File: src/rtl/sdhci_cmd_pkg.sv
// Shared types and defaults for the SD command scheduler: response types, FSM states, CMD12 constants.
// The NCC_GAP state exists only when CMD_SCHED_NCC_GAP_EN is defined.
package sdhci_cmd_pkg;

  typedef enum logic [1:0] {
    RSP_NONE     = 2'd0,
    RSP_R48      = 2'd1,
    RSP_R48_BUSY = 2'd2,
    RSP_R136     = 2'd3
  } resp_type_e;

  typedef enum logic [2:0] {
    ST_IDLE     = 3'd0,
    ST_ISSUE    = 3'd1,
    ST_TX_LOW   = 3'd2,
    ST_TX_HIGH  = 3'd3,
    ST_RSP_WAIT = 3'd4,
`ifdef CMD_SCHED_NCC_GAP_EN
    ST_RSP_RECV = 3'd5,
    ST_NCC_GAP  = 3'd6
`else
    ST_RSP_RECV = 3'd5
`endif
  } cmd_sched_state_e;

  localparam logic [5:0]  CMD12_INDEX = 6'd12;
  localparam int          NCR_MAX     = 64;
  localparam int          NCC_MIN     = 8;
  localparam logic [31:0] AUTO12_ARG  = 32'h0000_0000;

endpackage

File: src/rtl/cmd_scheduler_cnt.sv
// 7-bit cycle counter used for Ncr/Ncc timing; clears on state entry, otherwise counts while enabled.
module cmd_scheduler_cnt (
  input  logic       sd_freq_clk_i,
  input  logic       rst_ni,
  input  logic       clr_i,
  input  logic       en_i,
  output logic [6:0] cnt_o
);

  // Cycle counter register
  always_ff @(posedge sd_freq_clk_i or negedge rst_ni) begin
    if (!rst_ni) begin
      cnt_o <= 7'd0;
    end else if (clr_i) begin
      cnt_o <= 7'd0;
    end else if (en_i) begin
      cnt_o <= cnt_o + 7'd1;
    end else begin
      cnt_o <= cnt_o;
    end
  end

endmodule

File: src/rtl/cmd_scheduler.sv
// SD CMD-line scheduler: arbitrates host commands against auto-CMD12, launches the transmitter and
// supervises the Ncr response window. Optional post-response idle gap under CMD_SCHED_NCC_GAP_EN.
module cmd_scheduler
  import sdhci_cmd_pkg::*;
#(
  parameter int          NcrMax    = NCR_MAX,
`ifdef CMD_SCHED_NCC_GAP_EN
  parameter int          NccMin    = NCC_MIN,
`endif
  parameter logic [31:0] Auto12Arg = AUTO12_ARG
) (
  input  logic        sd_freq_clk_i,
  input  logic        rst_ni,
  input  logic        host_req_i,
  input  logic [5:0]  host_cmd_nr_i,
  input  logic [31:0] host_arg_i,
  input  resp_type_e  host_rsp_type_i,
  input  logic        auto12_req_i,
  output logic        start_tx_o,
  output logic [5:0]  cmd_nr_o,
  output logic [31:0] cmd_argument_o,
  input  logic        tx_done_i,
  output logic        rsp_listen_o,
  output logic        rsp_long_o,
  input  logic        rsp_start_i,
  input  logic        rsp_done_i,
  output logic        cmd_inhibit_o,
  output logic        cmd_complete_o,
  output logic        cmd_timeout_o,
  output logic        active_src_o
);

  // The timeout pulse is registered, so the decision is taken one count early to land NcrMax
  // cycles after tx_done_i rises.
  localparam logic [6:0] NCR_LAST = 7'(NcrMax - 2);
`ifdef CMD_SCHED_NCC_GAP_EN
  localparam logic [6:0]       NCC_LAST  = 7'(NccMin - 1);
  localparam cmd_sched_state_e END_STATE = ST_NCC_GAP;
`else
  localparam cmd_sched_state_e END_STATE = ST_IDLE;
`endif

  cmd_sched_state_e state_r, state_s;
  logic        host_pend_r, host_pend_s, auto12_pend_r, auto12_pend_s, host_cap_s;
  logic [5:0]  host_nr_r;
  logic [31:0] host_arg_r;
  resp_type_e  host_type_r, cur_type_r;
  logic        issue_s, cpl_s, tmo_s, cnt_clr_s, cnt_en_s;
  logic [6:0]  cnt_s;

  assign cnt_clr_s = (state_s != state_r);
`ifdef CMD_SCHED_NCC_GAP_EN
  assign cnt_en_s  = (state_r == ST_RSP_WAIT) || (state_r == ST_NCC_GAP);
`else
  assign cnt_en_s  = (state_r == ST_RSP_WAIT);
`endif

  cmd_scheduler_cnt u_cnt (
    .sd_freq_clk_i (sd_freq_clk_i),
    .rst_ni        (rst_ni),
    .clr_i         (cnt_clr_s),
    .en_i          (cnt_en_s),
    .cnt_o         (cnt_s)
  );

  // Next-state and per-cycle event decode
  always_comb begin
    state_s = state_r;
    issue_s = 1'b0;
    cpl_s   = 1'b0;
    tmo_s   = 1'b0;
    case (state_r)
      ST_IDLE: begin
        if ((host_pend_r || auto12_pend_r) && tx_done_i) begin
          state_s = ST_ISSUE;
          issue_s = 1'b1;
        end else begin
          state_s = ST_IDLE;
        end
      end
      ST_ISSUE: state_s = ST_TX_LOW;
      ST_TX_LOW: begin
        if (!tx_done_i) state_s = ST_TX_HIGH;
        else            state_s = ST_TX_LOW;
      end
      ST_TX_HIGH: begin
        if (!tx_done_i) begin
          state_s = ST_TX_HIGH;
        end else if (cur_type_r == RSP_NONE) begin
          state_s = END_STATE;
          cpl_s   = 1'b1;
        end else begin
          state_s = ST_RSP_WAIT;
        end
      end
      ST_RSP_WAIT: begin
        if (rsp_start_i && rsp_done_i) begin
          state_s = END_STATE;
          cpl_s   = 1'b1;
        end else if (rsp_start_i) begin
          state_s = ST_RSP_RECV;
        end else if (cnt_s == NCR_LAST) begin
          state_s = END_STATE;
          tmo_s   = 1'b1;
        end else begin
          state_s = ST_RSP_WAIT;
        end
      end
      ST_RSP_RECV: begin
        if (rsp_done_i) begin
          state_s = END_STATE;
          cpl_s   = 1'b1;
        end else begin
          state_s = ST_RSP_RECV;
        end
      end
`ifdef CMD_SCHED_NCC_GAP_EN
      ST_NCC_GAP: begin
        if (cnt_s == NCC_LAST) state_s = ST_IDLE;
        else                   state_s = ST_NCC_GAP;
      end
`endif
      default: state_s = ST_IDLE;
    endcase
  end

  // Pending-request flags; an issue clears the flag it serves, CMD12 has priority
  always_comb begin
    host_cap_s = host_req_i && !cmd_inhibit_o;
    if (issue_s && auto12_pend_r) auto12_pend_s = 1'b0;
    else if (auto12_req_i)        auto12_pend_s = 1'b1;
    else                          auto12_pend_s = auto12_pend_r;
    if (issue_s && !auto12_pend_r) host_pend_s = 1'b0;
    else if (host_cap_s)           host_pend_s = 1'b1;
    else                           host_pend_s = host_pend_r;
  end

  // State, request capture and command latch
  always_ff @(posedge sd_freq_clk_i or negedge rst_ni) begin
    if (!rst_ni) begin
      state_r        <= ST_IDLE;
      host_pend_r    <= 1'b0;
      auto12_pend_r  <= 1'b0;
      host_nr_r      <= 6'd0;
      host_arg_r     <= 32'd0;
      host_type_r    <= RSP_NONE;
      cur_type_r     <= RSP_NONE;
      cmd_nr_o       <= 6'd0;
      cmd_argument_o <= 32'd0;
      active_src_o   <= 1'b0;
      rsp_long_o     <= 1'b0;
    end else begin
      state_r       <= state_s;
      host_pend_r   <= host_pend_s;
      auto12_pend_r <= auto12_pend_s;
      if (host_cap_s) begin
        host_nr_r   <= host_cmd_nr_i;
        host_arg_r  <= host_arg_i;
        host_type_r <= host_rsp_type_i;
      end
      if (issue_s && auto12_pend_r) begin
        cmd_nr_o       <= CMD12_INDEX;
        cmd_argument_o <= Auto12Arg;
        cur_type_r     <= RSP_R48_BUSY;
        active_src_o   <= 1'b1;
        rsp_long_o     <= 1'b0;
      end else if (issue_s) begin
        cmd_nr_o       <= host_nr_r;
        cmd_argument_o <= host_arg_r;
        cur_type_r     <= host_type_r;
        active_src_o   <= 1'b0;
        rsp_long_o     <= (host_type_r == RSP_R136);
      end
    end
  end

  // Registered strobes and status outputs
  always_ff @(posedge sd_freq_clk_i or negedge rst_ni) begin
    if (!rst_ni) begin
      start_tx_o     <= 1'b0;
      rsp_listen_o   <= 1'b0;
      cmd_complete_o <= 1'b0;
      cmd_timeout_o  <= 1'b0;
      cmd_inhibit_o  <= 1'b0;
    end else begin
      start_tx_o     <= issue_s;
      rsp_listen_o   <= (state_s == ST_RSP_WAIT) || (state_s == ST_RSP_RECV);
      cmd_complete_o <= cpl_s;
      cmd_timeout_o  <= tmo_s;
      cmd_inhibit_o  <= (state_s != ST_IDLE) || host_pend_s;
    end
  end

endmodule

File: config.mk
export PLATFORM = sky130hd
export DESIGN_NAME = cmd_scheduler
export DESIGN_NICKNAME = d
export VERILOG_FILES = /design/src/rtl/sdhci_cmd_pkg.sv /design/src/rtl/cmd_scheduler_cnt.sv /design/src/rtl/cmd_scheduler.sv
export SDC_FILE = /design/constraint.sdc
export NUM_CORES = 1
export LEC_CHECK = 0
export ABC_CLOCK_PERIOD_IN_PS = 2400
export BUFFER_PORTS_ARGS = -buffer_cell sky130_fd_sc_hd__buf_2
export CORE_ASPECT_RATIO = 0.5
export CORE_UTILIZATION = 53
export DETAILED_ROUTE_END_ITERATION = 10
export GPL_ROUTABILITY_DRIVEN = 0
export PLACE_DENSITY = 0.77
export SLEW_MARGIN = 20
export SYNTH_ARGS = -nofsm -noshare
export SYNTH_HDL_FRONTEND = slang
export SYNTH_SLANG_ARGS = --single-unit
File: constraint.sdc
create_clock -name sd_freq_clk_i -period 2.4 [get_ports sd_freq_clk_i]
set_clock_uncertainty 0.05 [all_clocks]
set_input_delay 0.48 -clock sd_freq_clk_i [delete_from_list [all_inputs] [get_ports sd_freq_clk_i]]
set_output_delay 0.48 -clock sd_freq_clk_i [all_outputs]
set_load 0.02 [all_outputs]
# After elaboration in Yosys (flattened, before gate mapping)
# Cells that the tools add are included.
[classes]
eq_ne = 10
div = 0
mux = 36
n_reduce_logical = 16
n_addsub = 1
n_shift = 0
multipliers = 0
bitwise_logic = 0
order_cmp = 0
[ops]
columns = ["operator", "n"]
rows = [
  ["32-bit 2-to-1 mux", 2],
  ["1-bit 2-to-1 mux", 20],
  ["3-bit 2-to-1 mux", 6],
  ["3-bit case mux with 6 select lines", 1],
  ["7-bit 2-to-1 mux", 2],
  ["3-bit equality test (second input constant)", 4],
  ["6-bit 2-to-1 mux", 2],
  ["7-bit by 1-bit adder with 7-bit output (second input constant)", 1],
  ["7-bit by 6-bit equality test with 1-bit output (second input constant)", 1],
  ["3-bit by 2-bit equality test with 1-bit output (second input constant)", 2],
  ["2-bit nonzero test", 3],
  ["1-bit logical AND", 5],
  ["2-bit 2-to-1 mux", 2],
  ["3-bit by 1-bit equality test with 1-bit output (second input constant)", 1],
  ["3-bit zero test", 1],
  ["1-bit logical OR", 3],
  ["3-bit != test", 1],
  ["1-bit case mux with 3 select lines", 1],
  ["3-bit nonzero test", 1],
  ["2-bit equality test (second input constant)", 1],
  ["1-bit zero test", 2],
  ["2-bit zero test", 1],
]
[totals]
elab_cells = 80
latchBits = 0
mem_bits_ro = 0
mem_count = 0
ramBits = 0
regBits = 99
input_bits = 47

# Longest topological paths before layout
[depth]
ltp_word = 7
depth_mapped = 6

# Cells and area by module
# Synthesis repeated with hierarchy kept, for this count alone.
[hier_totals]
cells_unflattened = 344
hier_area_um2 = 4025.1
[modules_own_cells]
columns = ["mod", "cells_per_inst", "instances", "area_each_um2"]
rows = [
  ["cmd_scheduler", 315, 1, 3717.3],
  ["cmd_scheduler_cnt", 29, 1, 307.8],
]

# Worst setup path before layout
# Ideal clock, no wire load.
[synth_path]
path_kind = "register to register"
startpoint = "register u_cnt.cnt_o[0]"
endpoint = "register cmd_inhibit_o"
slack_ns = 0.304
period_less_slack_ns = 2.096
t_required_ns = 2.211
stages_incl_launch_ff = 7
arrival_time_ns = 1.908
n_path_buf = 0
cell_sequence = "dfrtp_1 -> inv_1 -> ha_1 -> or2b_2 -> o311a_1 -> a211o_1 -> or4_1"
[synth_via]
elab_chain_len = 7
[synth_rtl]
columns = ["element", "line", "source"]
rows = [
  ["from (decl)", "cmd_scheduler_cnt.sv:7", "output logic [6:0] cnt_o"],
  ["from (signal assigned)", "cmd_scheduler_cnt.sv:17", "cnt_o <= cnt_o + 7'd1;"],
  ["from (signal assigned)", "cmd_scheduler_cnt.sv:19", "cnt_o <= cnt_o;"],
  ["7-bit by 6-bit equality test with 1-bit output", "cmd_scheduler.sv:102", "end else if (cnt_s == NCR_LAST) begin"],
  ["3-bit 2-to-1 mux", "cmd_scheduler.sv:102", ""],
  ["3-bit 2-to-1 mux", "cmd_scheduler.sv:100", "end else if (rsp_start_i) begin"],
  ["3-bit 2-to-1 mux", "cmd_scheduler.sv:97", "if (rsp_start_i && rsp_done_i) begin"],
  ["3-bit case mux with 6 select lines", "cmd_scheduler.sv:72", "case (state_r)"],
  ["via state_s[2]", "cmd_scheduler.sv:43", "cmd_sched_state_e state_r, state_s;"],
  ["3-bit nonzero test", "cmd_scheduler.sv:190", "cmd_inhibit_o <= (state_s != ST_IDLE) || host_pend_s;"],
  ["1-bit logical OR", "cmd_scheduler.sv:190", ""],
  ["to (signal assigned)", "cmd_scheduler.sv:190", ""],
  ["to (decl)", "cmd_scheduler.sv:27", "output logic cmd_inhibit_o,"],
]
# The timed path passes the listed nets, and every way through them passes these cells.
# A chain may end at the register's enable or synchronous reset.

# Final worst setup path
# Same ends and word-level chain as after synthesis.

==> summary.txt <==
Setup path
  • Slowest stage delay, CP: between 0.4 and 0.5 ns
  • Kind of critical path: reg -> reg
  • WP data required: 2.55 ns
  • FF-to-FF Start: u_cnt.cnt_o[0]
  • CP cell instances: inv_1 -> ha_1 -> or2b_2 -> o311a_1 -> a211o_1 -> or4_1
  • Worst Setup End Kind: register
  • WP data arrival: 2.41 ns
  • Crit path max fanout: 5
  • Slowest CP cell: or4_1
  • Crit path buf inv count: 1
  • CP Launch Type: register
  • CP delay by family, top: simple AND/OR/NAND/NOR gates
  • Critical Path Source: u_cnt.cnt_o[0]

Logic synthesis
  • Most numerous cell in the Yosys netlist: dfrtp_1
  • Compound-Gate Fraction of Synth Area: roughly an eighth
  • Synth Cell Area: roughly 3800 µm²
  • Post-synthesis mux area share: roughly an eighth
  • Largest family of logic cells by synthesized area: compound AO/OA/AOI/OAI gates
  • Xor/xnor share of the synthesized area: 1.370%
  • Synth unique cells: 46
  • Seq cells post-synth: between 90 and 100
  • Simple-gate portion of the synthesized area: just under 7%
  • Mean Syn Cell Area: ~15 µm²
  • Top cell type's share of synthesized area: 64.58%
  • Register area share after synthesis: between 60% and 70%
  • Async S/R FF share, synth: 100.0%
  • Leading area contributor after synthesis: dfrtp_1
  • EDFF count, synth: 0
  • Commonest cells post-synth: dfrtp_1, mux2_2, a22o_1
  • Ys flop type: dfrtp_1
  • Fraction of the mapped netlist area in adder cells: less than 1%
  • Cells after Synth: 260
  • Largest cells by area after synthesis: dfrtp_1, mux2_2, a22o_1
  • Syn nets: 309
  • Yosys warnings: 0

Cells and area
  • Fillers: roughly 490
  • Ratio of cells with drive above 1 in the final layout: between 40% and 50%
  • Ant. Diodes: 0
  • Final Net Count: about 410
  • Area grow syn2layout: 24.63%
  • Fin cells: approximately 450

Clocking
  • CTS sink cnt: around 100
  • CTS Buffer Depth: 2
  • # hold bufs at CTS: 1
  • PostCTS Resize Cnt: 0
  • Root Driver: clkbuf_16
  • CTS tree: built
  • H-tree depth: 3
  • Clock Latency Late Sink: between 0.3 and 0.4 ns
  • Clk slew on worst S/H paths: 0.06 ns
  • CTS Buf Count: 9
  • Post-CTS Setup Inserts: 0

Place
  • Placed Cells: approximately 440
  • Detail Placement HPWL: roughly 5100 µm
  • Port-buffer cells: 91

Routing
  • Antenna viol nets, final: 0
  • Routed WL per cell: 16.96 µm
  • Routed vias: roughly 2,500
  • Residual DRC: 0
  • Final WL: between 7000 and 8000 µm
  • Drt first pass iters: 4
  • Vias per Instance: 5.477
  • DR iter-0 viols: roughly 220

Global route
  • GRT Total Usage: a little under a quarter
  • Vias in the first global route: between 2,000 and 3,000
  • First-pass GRT wire length: approximately 13,000 µm
  • Initial antenna violation count: 0
  • Grt ovf: 0
  • Largest net degree at the start of global routing: 50

Timing
  • Slew Viols, Final: 0
  • Hold Vio Cnt, Final: 0
  • Sum Neg Setup Slack: 0 ns
  • F_max: about 0.44 GHz
  • Count of final setup violators: 0
  • Worst slew margin: a little under 60%
  • Final Cycle Share: between 90% and 100%
  • Worst Max-Slew Pin Slew: about 0.63 ns
  • Worst Hold Slack: 0.3190 ns
  • Post-layout minimum cycle time: between 2 and 2.5 ns
  • RSZ-0062 raised after global routing: no

Run status
  • Status: completed

Die
  • Die area: 7603 µm²
  • Io pins: 92
  • Vert. Die Dim: 62.16 µm
  • Floorplan core area: 6832 µm²
  • Num rows: 21
  • Die width: between 100 and 150 µm
  • Initial Utilization: a little under three fifths

Hold path
  • Hold_sp: host_arg_i[22]
  • Hold/Removal Path Class: in -> reg

Power
  • Leak: 0.002370 µW
  • VDD IR max: 0.0007703 V
  • PwrDens: 1324 nW/µm²

Flow run
  • Max-capacitance violation count: 0
## worst paths after layout
| path | end | slack (ns) | depth (start not counted) |
|---|---|---|---|
| max | cmd_inhibit_o | 0.14 | 6 |
| min | host_arg_r[22] | 0.32 | 2 |
| max reg2reg | cmd_inhibit_o | 0.14 | 6 |
| min reg2reg | cmd_argument_o[30] | 0.44 | 1 |
| max in group asynchronous | host_arg_r[27] | 1.10 | 3 |
| min in group asynchronous | host_arg_r[13] | 0.52 | 2 |
## per-layer routing
metal | global-route usage, % | up-vias | wire length, µm
met5 | 0 | - | 0
met4 | 7.317 | 0 | 47
met3 | 7.904 | 4 | 343
met2 | 37.22 | 64 | 3937
met1 | 29.17 | 1257 | 3356
li1 | - | 1156 | -
## cell families (layout without fill, tap and decap cells)
family / Yosys count / after routing
adder cells (fa/ha/maj): 2 / 2
buffers and inverters: 19 / 120
flip-flops: 99 / 99
XOR/XNOR: 6 / 6
AO/OA/AOI/OAI: 56 / 56
multiplexers: 41 / 41
AND/OR/NAND/NOR: 37 / 37
## cell type report
cell class / instances / area [µm²] / area share, %
Multi-Input combinational cell: 142 / 1279 / 26.75
Timing Repair Buffer: 100 / 553.0 / 11.57
Clock buffer: 9 / 225.2 / 4.711
Tap cell: 92 / 115.1 / 2.408
Inverter: 4 / 15.01 / 0.3141
Clock inverter: 7 / 116.4 / 2.434
Sequential cell: 99 / 2477 / 51.82
## flip-flops by register name, summed over array words and instances (netlist names)
register and flops:
cmd_argument_o 32, host_arg_r 32, u_cnt.cnt_o 7, cmd_nr_o 6, host_nr_r 6, state_r 3
cur_type_r 2, host_type_r 2, active_src_o 1, auto12_pend_r 1, cmd_complete_o 1, cmd_inhibit_o 1
cmd_timeout_o 1, host_pend_r 1, rsp_listen_o 1, rsp_long_o 1, start_tx_o 1
## cell usage in the layout (no fill, tap or decap), types with 2 or more instances in the layout
cell type,instances
a21oi_1,2
a22o_1,38
a31oi_1,2
buf_12,2
buf_2,90
buf_4,7
bufinv_16,3
clkbuf_16,9
clkinv_2,2
dfrtp_1,99
ha_1,2
inv_1,4
mux2_2,40
nand2_1,3
nand4_1,3
nor2_1,7
nor4_1,7
o21ai_0,2
o22a_1,3
xnor2_1,2
xor2_1,4
## power by group
part	switching (µW)	leakage [µW]	internal (µW)
clock	599	0.000165	1020
sequential	461	0.00127	2350
combinational	1010	0.000935	899
## stage by stage
stage / instance area [µm²] / utilization, % / worst slack [ns] / total power, µW
finish: 4781 / 69.98 / 0.1415 / 6330
floorplan: 3836 / - / 0.3036 / 4077
CTS: 4781 / 69.98 / 0.1392 / 6377
global route: 4781 / 69.98 / 0.03833 / 6674
global placement: 4429 / 64.84 / 0.2468 / 4609
detailed placement: 4429 / 64.84 / 0.1656 / 4742
Power figures use the tool's default switching activity.
